### src/rtl/seg_scan_driver.sv
// Time-multiplexed hex seven-segment scanner with a tear-free pending/display buffer pair.
// Optional leading-zero suppression is enabled by defining SEG_LZ_SUPPRESS_EN.
module seg_scan_driver #(
    parameter int DIGITS         = 4,
    parameter int SCAN_DIV       = 1000,
    parameter bit SEG_ACTIVE_LOW = 1'b0,
    parameter bit DIG_ACTIVE_LOW = 1'b0
) (
    input  logic                  clk,
    input  logic                  rst,
    input  logic [4*DIGITS-1:0]   in_value,
    input  logic [DIGITS-1:0]     in_blank,
    input  logic [DIGITS-1:0]     in_dp,
    input  logic                  load,
    output logic [6:0]            out_seg,
    output logic                  out_dp,
    output logic [DIGITS-1:0]     out_dig,
    output logic                  frame_done
);

    localparam int CW = (SCAN_DIV > 1) ? $clog2(SCAN_DIV) : 1;
    localparam int IW = (DIGITS > 1) ? $clog2(DIGITS) : 1;

    localparam logic [6:0]        SEG_OFF = {7{SEG_ACTIVE_LOW}};
    localparam logic              DP_OFF  = SEG_ACTIVE_LOW;
    localparam logic [DIGITS-1:0] DIG_OFF = {DIGITS{DIG_ACTIVE_LOW}};

    function automatic logic [6:0] hex7(input logic [3:0] n);
        logic [6:0] s;
        case (n)
            4'h0: s = 7'h7E;
            4'h1: s = 7'h30;
            4'h2: s = 7'h6D;
            4'h3: s = 7'h79;
            4'h4: s = 7'h33;
            4'h5: s = 7'h5B;
            4'h6: s = 7'h5F;
            4'h7: s = 7'h70;
            4'h8: s = 7'h7F;
            4'h9: s = 7'h73;
            4'hA: s = 7'h77;
            4'hB: s = 7'h1F;
            4'hC: s = 7'h0D;
            4'hD: s = 7'h3D;
            4'hE: s = 7'h6F;
            default: s = 7'h47;
        endcase
        return s;
    endfunction

    logic [CW-1:0]         cnt_q, cnt_d;
    logic [IW-1:0]         idx_q, idx_d;
    logic [4*DIGITS-1:0]   pend_value_q, pend_value_d, disp_value_q, disp_value_d;
    logic [DIGITS-1:0]     pend_blank_q, pend_blank_d, disp_blank_q, disp_blank_d;
    logic [DIGITS-1:0]     pend_dp_q, pend_dp_d, disp_dp_q, disp_dp_d;
    logic [6:0]            seg_q, seg_d;
    logic                  dp_q, dp_d;
    logic [DIGITS-1:0]     dig_q, dig_d;
    logic                  fd_q, fd_d;

    logic                  cnt_last, idx_last, frame_end;
    logic [3:0]            nibble;
    logic                  lz_dark;
    logic [6:0]            seg_raw;
    logic                  dp_raw;
    logic [DIGITS-1:0]     dig_raw;

`ifdef SEG_LZ_SUPPRESS_EN
    // nz_tail[i] is set when any nibble from i upward is nonzero.
    logic [DIGITS:0] nz_tail;
    assign nz_tail[DIGITS] = 1'b0;
    generate
        for (genvar gi = 0; gi < DIGITS; gi++) begin : g_nz_tail
            assign nz_tail[gi] = (disp_value_q[4*gi +: 4] != 4'h0) | nz_tail[gi+1];
        end
    endgenerate
    assign lz_dark = (idx_q != '0) && !nz_tail[idx_q];
`else
    assign lz_dark = 1'b0;
`endif

    always_comb begin
        cnt_last  = (cnt_q == CW'(SCAN_DIV - 1));
        idx_last  = (idx_q == IW'(DIGITS - 1));
        frame_end = cnt_last && idx_last;

        cnt_d = cnt_last ? '0 : cnt_q + CW'(1);
        idx_d = idx_q;
        if (cnt_last) begin
            idx_d = idx_last ? '0 : idx_q + IW'(1);
        end

        pend_value_d = pend_value_q;
        pend_blank_d = pend_blank_q;
        pend_dp_d    = pend_dp_q;
        if (load) begin
            pend_value_d = in_value;
            pend_blank_d = in_blank;
            pend_dp_d    = in_dp;
        end

        // A load landing on the boundary edge bypasses pending so it is not lost for a frame.
        disp_value_d = disp_value_q;
        disp_blank_d = disp_blank_q;
        disp_dp_d    = disp_dp_q;
        if (frame_end) begin
            disp_value_d = pend_value_d;
            disp_blank_d = pend_blank_d;
            disp_dp_d    = pend_dp_d;
        end

        nibble  = disp_value_q[{idx_q, 2'b00} +: 4];
        seg_raw = '0;
        dp_raw  = 1'b0;
        dig_raw = '0;
        if (cnt_q != '0) begin
            dig_raw = DIGITS'(1) << idx_q;
            if (!disp_blank_q[idx_q]) begin
                dp_raw = disp_dp_q[idx_q];
                if (!lz_dark) begin
                    seg_raw = hex7(nibble);
                end
            end
        end

        seg_d = seg_raw ^ SEG_OFF;
        dp_d  = dp_raw ^ DP_OFF;
        dig_d = dig_raw ^ DIG_OFF;
        fd_d  = frame_end;
    end

    always_ff @(posedge clk) begin
        if (rst) begin
            cnt_q        <= '0;
            idx_q        <= '0;
            pend_value_q <= '0;
            pend_blank_q <= '0;
            pend_dp_q    <= '0;
            disp_value_q <= '0;
            disp_blank_q <= '0;
            disp_dp_q    <= '0;
            seg_q        <= SEG_OFF;
            dp_q         <= DP_OFF;
            dig_q        <= DIG_OFF;
            fd_q         <= 1'b0;
        end else begin
            cnt_q        <= cnt_d;
            idx_q        <= idx_d;
            pend_value_q <= pend_value_d;
            pend_blank_q <= pend_blank_d;
            pend_dp_q    <= pend_dp_d;
            disp_value_q <= disp_value_d;
            disp_blank_q <= disp_blank_d;
            disp_dp_q    <= disp_dp_d;
            seg_q        <= seg_d;
            dp_q         <= dp_d;
            dig_q        <= dig_d;
            fd_q         <= fd_d;
        end
    end

    assign out_seg    = seg_q;
    assign out_dp     = dp_q;
    assign out_dig    = dig_q;
    assign frame_done = fd_q;

endmodule
### config.mk
export PLATFORM = sky130hd
export DESIGN_NAME = seg_scan_driver
export DESIGN_NICKNAME = d
export VERILOG_FILES = /design/src/rtl/seg_scan_driver.sv
export SDC_FILE = /design/constraint.sdc
export NUM_CORES = 1
export LEC_CHECK = 0
export ABC_CLOCK_PERIOD_IN_PS = 4300
export CAP_MARGIN = 40
export CORE_AREA = 2 2 87 89
export DETAILED_ROUTE_END_ITERATION = 8
export DIE_AREA = 0 0 89 91
export SYNTH_ARGS = -nofsm -noshare
export SYNTH_HDL_FRONTEND = slang
export SYNTH_SLANG_ARGS = --single-unit
### constraint.sdc
create_clock -name clk -period 4.3 [get_ports clk]
set_input_delay 1.29 -clock clk [delete_from_list [all_inputs] [get_ports clk]]
set_output_delay 1.29 -clock clk [all_outputs]
set_load 0.01 [all_outputs]
Word level (Yosys, flattened, before mapping)
Memory sizes are Yosys's and may differ from the RTL's. A register that Yosys moved wholly into a read port is not among the register bits. Cells that the tools add are included.

Flip-flop bits (word level): 66. Memory bits (read-only): 112. Bits of input ports: 27. Output and inout bits: 13. Word-level logic and storage cells: 33. Memories kept: 1.

Memory list: (name not given) (depth 16, bits a word 7, read ports 1, clocked after memory_dff 1, wr ports 0, line 30) `case (n)`.

$add $sub $neg: 2. $lt $le $gt $ge: 1. Equal/unequal tests: 2. Shift-type cells: 2. Mux-type cells: 8. Bitwise logic cells: 1. Reduce and logical (&&, ||, !) cells: 5.

Operators with widths (count): $mux 16 (1); $shiftx 16x5->4 (1); $add 10x1->10 const B (1); $eq 10x10->1 const B (1); $reduce_bool 10->1 (1); $mux 4 (2); $bmux 1 s2 (2); $reduce_or 2->1 (2); $shl 1x2->4 const A (1); $lt 2x3->1 const B (1); $reduce_or 3->1 (1); $add 2x1->2 const B (1); $eq 2x2->1 const B (1); $mux 1 (2); $mux 2 (1); $logic_and 1x1->1 (1); $not 1->1 (1).

Longest topological paths before layout
Gate-level depths: netlist (run 1).

Depth in word-level cells: 3. Gate-level depth with buffers: 7. Depth with buffers taken out: 6.

Worst setup path after synthesis (run 1)
No wires, ideal clock.

Path type: input to register. From: in load. To: reg disp_blank_q[1]. Library setup time: 117 ps. Arrival: 2244 ps. Data required time: 4183 ps. Slack: 1939 ps. Cell stages on the path: 5. Buffers on the path: 2. Cell sequence: clkbuf_1 buf_2 mux2i_1 nor2_1 o22a_1.

Cells in the longest elaborated chain, start to end: 1.

Ends and longest elaborated chain: start, declared (line 14) `input logic load,`; $mux 4 (line 96) `if (load) begin`; end signal, assigned (line 153) `disp_blank_q <= disp_blank_d;`; end, declared (line 54) `logic [DIGITS-1:0] pend_blank_q, pend_blank_d, disp_blank_q, disp_blank_d;`.

No other way between the ends. A chain may end at the register's enable or synchronous reset.

Worst setup path in the final report (run 1)
From: reg idx_q[1]. To: reg seg_q[3], in the netlist out_seg[3].

Cells in the longest elaborated chain, start to end: 3. Elaborated cells on any way between the ends: 4. Those cells by class: shift (1); mux (2); reduce/logical (1).

Ends and longest elaborated chain: start, declared (line 52) `logic [IW-1:0] idx_q, idx_d;`; start signal, assigned (line 148) `idx_q <= idx_d;`; branches (longest 3 deep; another with $shiftx 16x5->4); end, declared (line 56) `logic [6:0] seg_q, seg_d;`.

Several ways; the timed one is not identified. The select of a mux whose other input is x is not followed.

==> impl_results.md, run 1 <==
* Outcome: complete, no violations
* Metal3 WL at roughly 230 um
* Critical path type: flop to flop
* Slowest-stage cell, CP: mux4_1
* CTS tree: built
* CP max stage delay at slightly below 0.8 ns
* Top Layer Used: met4
* LEAKAGE at 1.48 nW
* Row Count at 31
* Yosys cell types at 34
* RR Startpoint: idx_q[1]
* ANT cells at 0
* Worst vdd ir at around 180 uV
* Ys Warns at 0
* R2R Path End: out_seg[3]
* Clk Latency, worst-skew pair at 0.34 ns
* Max Cap Violations at 0
* DRC Markers at 0
* Die Y at 91 um
* Critical Path Fanout Max at 12
* Layout net count at between 300 and 400
* Number of global-route vias before repair at roughly 1,800
* Cells after Synth at 282
* Drt wl/cell at ~13 um
* Final min period at 2.64 ns
* Crit. End Element: flop
* Num CTS Buffers at 9
* Max Slew Vio Count at 0
* WP data arrival at approximately 2.9 ns
* Mean post-synth cell area at 10.5 um2
* Port Buffers at 39
* Hpwl dp at roughly 3600 um
* Core Area at around 7100 um2
* Part of the Yosys area used for sequential elements at 0.493
* Synth Register Bits at 73
* Area Growth Syn to Fin at 21.9%
* H-tree levels at 3
* Synthesized area at ~3000 um2
* Buf+Inv Stages, Crit Path at 1
* Layout cells sized above 1 at 0.0901
* GRT Resource Usage Total at 0.142
* Least-Margin Pin Slew at just under 0.8 ns
* Die Wd at a little under 90 um
* Clock skew at 0.00871 ns
* Highest Clock Rate at 378 MHz
* Gr ovfl total at 0
* Hold Path End: cnt_q[0]
* Wl on met1 at 2870 um
* First-pass GRT wire length at 8770 um
* Hold/Removal Path Class: flop to flop
* Starting DRT DRC Count at 67
* Drt total wl at 5430 um
* Clock sinks at 73
* Via count at approximately 2,000
* Final ANT Viol Nets at 0
* R2R Setup Slk at 1.66 ns
* Layout fillers at 700
* Crit-path leading delay family: multiplexers
* R2R depth at 6
* CTS Hold Bufs at 0
* Final Setup Violations at 0
* Clock-pin slew on the worst setup and hold paths at about 0.070 ns
* Commonest non-fill, non-tap cell in the layout: dfxtp_1
* RSZ-0062 raised after global routing: false
* Setup bufs post-CTS at 0
* Min Hold Slack at 0.471 ns
* Hold depth at 1
* Starting density of the core at 0.415
* Clock Tree Root: clkbuf_8
* HP Start: cnt_q[0]
* Critical Path Source: idx_q[1]
* Power density cells at ~380 nW/um2
* Clock Tree Buf Depth at 2
* Post-CTS Resized at 0
* Mapped Nets at about 320
* Largest net degree at the start of global routing at 41
* Final period util at 0.615
* Routed vias/inst at between 4 and 5
* Max-slew headroom at 0.483
* CP cell instances: mux4_1, inv_1, ha_1, nand2_2, nor2_1, o41a_1
* Gp weighted congestion at approximately 0.8
* Die area at approximately 8100 um2
* WP data required at 4.52 ns
* Post-Route Setup TNS at 0 ns
* DR pass1 iterations at 4
* Final hold vios at 0
* Initial antenna violation count at 0
* Met2 wire length at between 2000 and 2500 um
* # IOs at 40
* Worst Setup Start Kind: flop
* Commonest cells after routing, fill and taps aside: 73 x dfxtp_1, 60 x nor2_1, 39 x clkdlybuf4s50_1
[metrics by stage]
| stage | instances | instance area, um2 | util | power (mW) | worst slack [ns] |
|---|---|---|---|---|---|
| floorplan | 282 | 2960 | - | 0.773 | 1.94 |
| global placement | 405 | 3400 | 0.477 | 0.821 | 1.46 |
| detailed placement | 405 | 3400 | 0.477 | 0.822 | 1.45 |
| CTS | 421 | 3610 | 0.506 | 1.37 | 1.63 |
| finish | 421 | 3610 | 0.506 | 1.36 | 1.66 |
| global route | 421 | 3610 | 0.506 | 1.41 | 1.47 |
[layout make-up]
class                           instances  area (um2)  area share
Sequential cell                        73        1460       0.405
Clock inverter                          4        51.3      0.0142
Inverter                                8        30.0     0.00832
Tap cell                               99         124      0.0343
Timing Repair Buffer                   42         413       0.114
Multi-Input combinational cell        183        1380       0.381
Clock buffer                           12         155      0.0430
[worst max-delay path by stage]
stage | end | cells after the start | slack, ns
after global placement | out_seg[2] | 4 | 1.46
after floorplan | disp_blank_q[1] | 5 | 1.94
after detailed placement | out_seg[2] | 4 | 1.45
after CTS | out_seg[3] | 6 | 1.63
after global routing | out_seg[3] | 6 | 1.47
final | out_seg[3] | 6 | 1.66
[worst register-to-register path, delay by kind of cell (launching register included)]
kind / cells / cell delay [ns]
multiplexers: 1 / 0.79
flip-flops: 1 / 0.66
AO/OA/AOI/OAI: 1 / 0.43
adder cells (fa/ha/maj): 1 / 0.30
buffers and inverters: 1 / 0.18
AND/OR/NAND/NOR: 2 / 0.16
[layer usage]
metal / vias up / global-route usage
met1: 901 / 0.200
met5: - / 0
met3: 10 / 0.0564
met2: 35 / 0.195
met4: 0 / 0.0547
li1: 1049 / -
[synthesized netlist by cell type]
| library cell | instances | area, um2 |
|---|---|---|
| buf_4 | 2 | 15.0 |
| inv_1 | 8 | 30.0 |
| nor4_2 | 1 | 12.5 |
| or3_1 | 1 | 6.26 |
| a31oi_1 | 1 | 6.26 |
| xnor2_1 | 6 | 52.6 |
| o41a_1 | 1 | 11.3 |
| nand2_2 | 1 | 6.26 |
| or3_4 | 1 | 11.3 |
| mux4_1 | 4 | 105 |
| o211a_1 | 1 | 10.0 |
| mux4_2 | 2 | 45.0 |
| ha_1 | 10 | 125 |
| a211oi_1 | 12 | 90.1 |
| buf_2 | 5 | 25.0 |
| buf_6 | 3 | 33.8 |
| a21oi_1 | 4 | 20.0 |
| nand2b_1 | 3 | 18.8 |
| dfxtp_1 | 73 | 1460 |
| mux2i_1 | 28 | 280 |
| nor2_1 | 60 | 225 |
| nor2b_1 | 3 | 18.8 |
| nand4_1 | 1 | 6.26 |
| nor3_1 | 7 | 35.0 |
| nor3b_1 | 2 | 15.0 |
| nand2_1 | 6 | 22.5 |
| or2_1 | 1 | 6.26 |
| a211oi_2 | 6 | 75.1 |
| clkbuf_1 | 8 | 30.0 |
| nand3_1 | 3 | 15.0 |
| xor2_1 | 2 | 17.5 |
| nor4b_1 | 1 | 8.76 |
| and3_1 | 4 | 25.0 |
| o22a_1 | 11 | 96.3 |
[cells by family after synthesis]
group           count (synthesis)  synth area share
simple gates                   95             0.146
buf+inv                        26            0.0452
mux                            34             0.145
compound gates                 36             0.104
xor+xnor                        8            0.0236
fa+ha+maj                      10            0.0422
flops                          73             0.493
[registers in the layout, indices dropped and copies added (netlist names)]
| name | count |
|---|---|
| disp_dp_q | 4 |
| disp_value_q | 16 |
| out_dig | 4 |
| pend_blank_q | 4 |
| cnt_q | 10 |
| pend_dp_q | 4 |
| disp_blank_q | 4 |
| out_dp | 1 |
| idx_q | 2 |
| pend_value_q | 16 |
| out_seg | 7 |
| frame_done | 1 |
[where the power goes]
| group | total [mW] | switching (mW) | internal [mW] |
|---|---|---|---|
| registers | 0.704 | 0.00654 | 0.698 |
| clock network | 0.553 | 0.253 | 0.300 |
| logic | 0.100 | 0.0456 | 0.0547 |
| total | 1.36 | 0.305 | 1.05 |
Power figures use the tool's default switching activity.
==> run 2: changes to the inputs <==
- ABC_CLOCK_PERIOD_IN_PS: 4300 -> 2700
- clock period: 4.3 -> 2.7 ns (I/O delays scaled with it)
==> run 2 against run 1 <==
- combinational power grew 65%
- total power rose by 65%
- worst hold slack barely moved
- cell area rose by 2.0%
- maximum frequency increased by 19%
- sequential power rose by 59%
- worst setup slack got worse by 1.2 ns
- clock skew fell by 0.0012 ns
- critical endpoint unchanged
- largest power group unchanged
==> impl_results.md, run 2 (synthesis results as in run 1) <==
* Outcome: complete, no violations
* Die Y at 91 um (unchanged)
* DR pass1 iterations at 4 (unchanged)
* Max Slew Vio Count at 0 (unchanged)
* Drt total wl at 5150 um (-5.2%)
* Post-Route Setup TNS at 0 ns (unchanged)
* Port Buffers at 39 (unchanged)
* Commonest cells after routing, fill and taps aside: 73 x dfxtp_1, 60 x nor2_1, 39 x clkdlybuf4s50_1
* CTS tree: built
* Worst vdd ir at 243 uV (+37%)
* GRT Resource Usage Total at 0.135 (-0.00712)
* LEAKAGE at 1.51 nW (+2.4%)
* Number of global-route vias before repair at 1,813 (-1.3%)
* Starting DRT DRC Count at 54 (-19%)
* Least-Margin Pin Slew at 0.479 ns (-0.294 ns)
* Core Area at 7140 um2 (unchanged)
* Commonest non-fill, non-tap cell in the layout: dfxtp_1
* Clock skew at 0.00756 ns (-0.00115 ns)
* Largest regs: disp_value_q: 16 flops, pend_value_q: 16 flops, cnt_q: 10 flops
* Drt wl/cell at 12.1 um (-6.1%)
* Max Cap Violations at 0 (unchanged)
* ANT cells at 0 (unchanged)
* RSZ-0062 raised after global routing: false
* Critical path type: flop to flop
* Worst Setup Start Kind: flop
* Routed vias/inst at 4.76 (+0.45%)
* Layout fillers at 682 (-2.6%)
* First-pass GRT wire length at 8390 um (-4.3%)
* CTS Hold Bufs at 0 (unchanged)
* Clock sinks at 73 (unchanged)
* Largest net degree at the start of global routing at 39 (-4.9%)
* Post-CTS Resized at 0 (unchanged)
* Final ANT Viol Nets at 0 (unchanged)
* Starting density of the core at 0.415 (unchanged)
* Critical Path Fanout Max at 7 (-5)
* Total power at 2.24 mW (+65%)
* Gp weighted congestion at 0.729 (-8.8%)
* # IOs at 40 (unchanged)
* H-tree levels at 3 (unchanged)
* Setup bufs post-CTS at 0 (unchanged)
* Highest Clock Rate at 450 MHz (+19%)
* Gr ovfl total at 0 (unchanged)
* Clock Tree Buf Depth at 2 (unchanged)
* Layout net count at 358 (+1.1%)
* Die Wd at 89 um (unchanged)
* Final hold vios at 0 (unchanged)
* Final Setup Violations at 0 (unchanged)
* Die area at 8100 um2 (unchanged)
* Clock Tree Root: clkbuf_8
* Clock-pin slew on the worst setup and hold paths at 0.07 ns (about the same)
* Layout cells sized above 1 at 0.0951 (+0.00503)
* Via count at 2,023 (+1.4%)
* Initial antenna violation count at 0 (unchanged)
* WP data arrival at 2.45 ns (-0.41 ns)
* Num CTS Buffers at 9 (unchanged)
* DRC Markers at 0 (unchanged)
* Final min period at 2.22 ns (-0.422 ns)
* Row Count at 31 (unchanged)
* Area Growth Syn to Fin at 24.3%
* Hpwl dp at 3550 um (-1.8%)
* Power density cells at 607 nW/um2 (+61%)
* Crit. End Element: flop
* Clk Latency, worst-skew pair at 0.34 ns (about the same)
* Hold/Removal Path Class: flop to flop
* WP data required at 2.93 ns (-1.59 ns)
* Final period util at 0.823 (+0.208)
* Max-slew headroom at 0.679 (+0.196)
## run 2: changes by cell type in the layout (fill, tap and decap cells not counted)
cell / before / now
buf_4: 3 / 5
clkinvlp_4: 1 / 0
clkinv_2: 1 / 0
clkbuf_1: 1 / 3
clkinv_4: 1 / 0
buf_12: 0 / 2
bufinv_16: 1 / 2
## run 2: layer usage
layer / track usage / wire length, um / vias up / share of wire
met5: 0 / 0 / - / 0
met4: 0.0709 / 103 / 0 / 0.020
li1: - / - / 1055 / -
met3: 0.0382 / 183 / 10 / 0.036
met1: 0.175 / 2540 / 920 / 0.49
met2: 0.202 / 2320 / 38 / 0.45
## run 2: area by class of cell
type,instances,area [um2],area share
Sequential cell,73,1460,0.397
Multi-Input combinational cell,183,1380,0.374
Tap cell,99,124,0.0336
Timing Repair Buffer,46,468,0.127
Clock buffer,14,163,0.0442
Inverter,8,30.0,0.00815
Clock inverter,2,60.1,0.0163
## run 2: worst max-delay path: stages (launching register included)
cell	delay (ns)
dfxtp_1	0.34
mux4_1	0.71
inv_1	0.18
ha_1	0.30
nand2_2	0.10
nor2_1	0.05
o41a_1	0.43
## run 2: power breakdown
| group | switching [mW] | total [mW] | leakage [nW] | internal (mW) |
|---|---|---|---|---|
| sequential | 0.0106 | 1.12 | 0.595 | 1.11 |
| combinational | 0.0742 | 0.165 | 0.807 | 0.0909 |
| clock | 0.376 | 0.949 | 0.111 | 0.573 |
## run 2: through the flow
stage                      util  setup slack, ns  std cells  instance area, um2  hold WS (ns)
final                     0.516            0.478        425                3680         0.471
after global routing      0.516            0.348        425                3680         0.502
after CTS                 0.516            0.464        425                3680         0.481
after detailed placement  0.485            0.437        409                3460         0.464
after global placement    0.485            0.483        409                3460         0.445
after floorplan               -            0.481        282                2960         0.430
## run 2: worst paths after layout
kind | start | endpoint | slack (ns) | depth (start not counted)
worst max-delay path | idx_q[1] | out_seg[3] | 0.48 | 6
worst min-delay path | cnt_q[0] | cnt_q[0] | 0.47 | 1
worst max register to register | idx_q[1] | out_seg[3] | 0.48 | 6
worst min register to register | cnt_q[0] | cnt_q[0] | 0.47 | 1
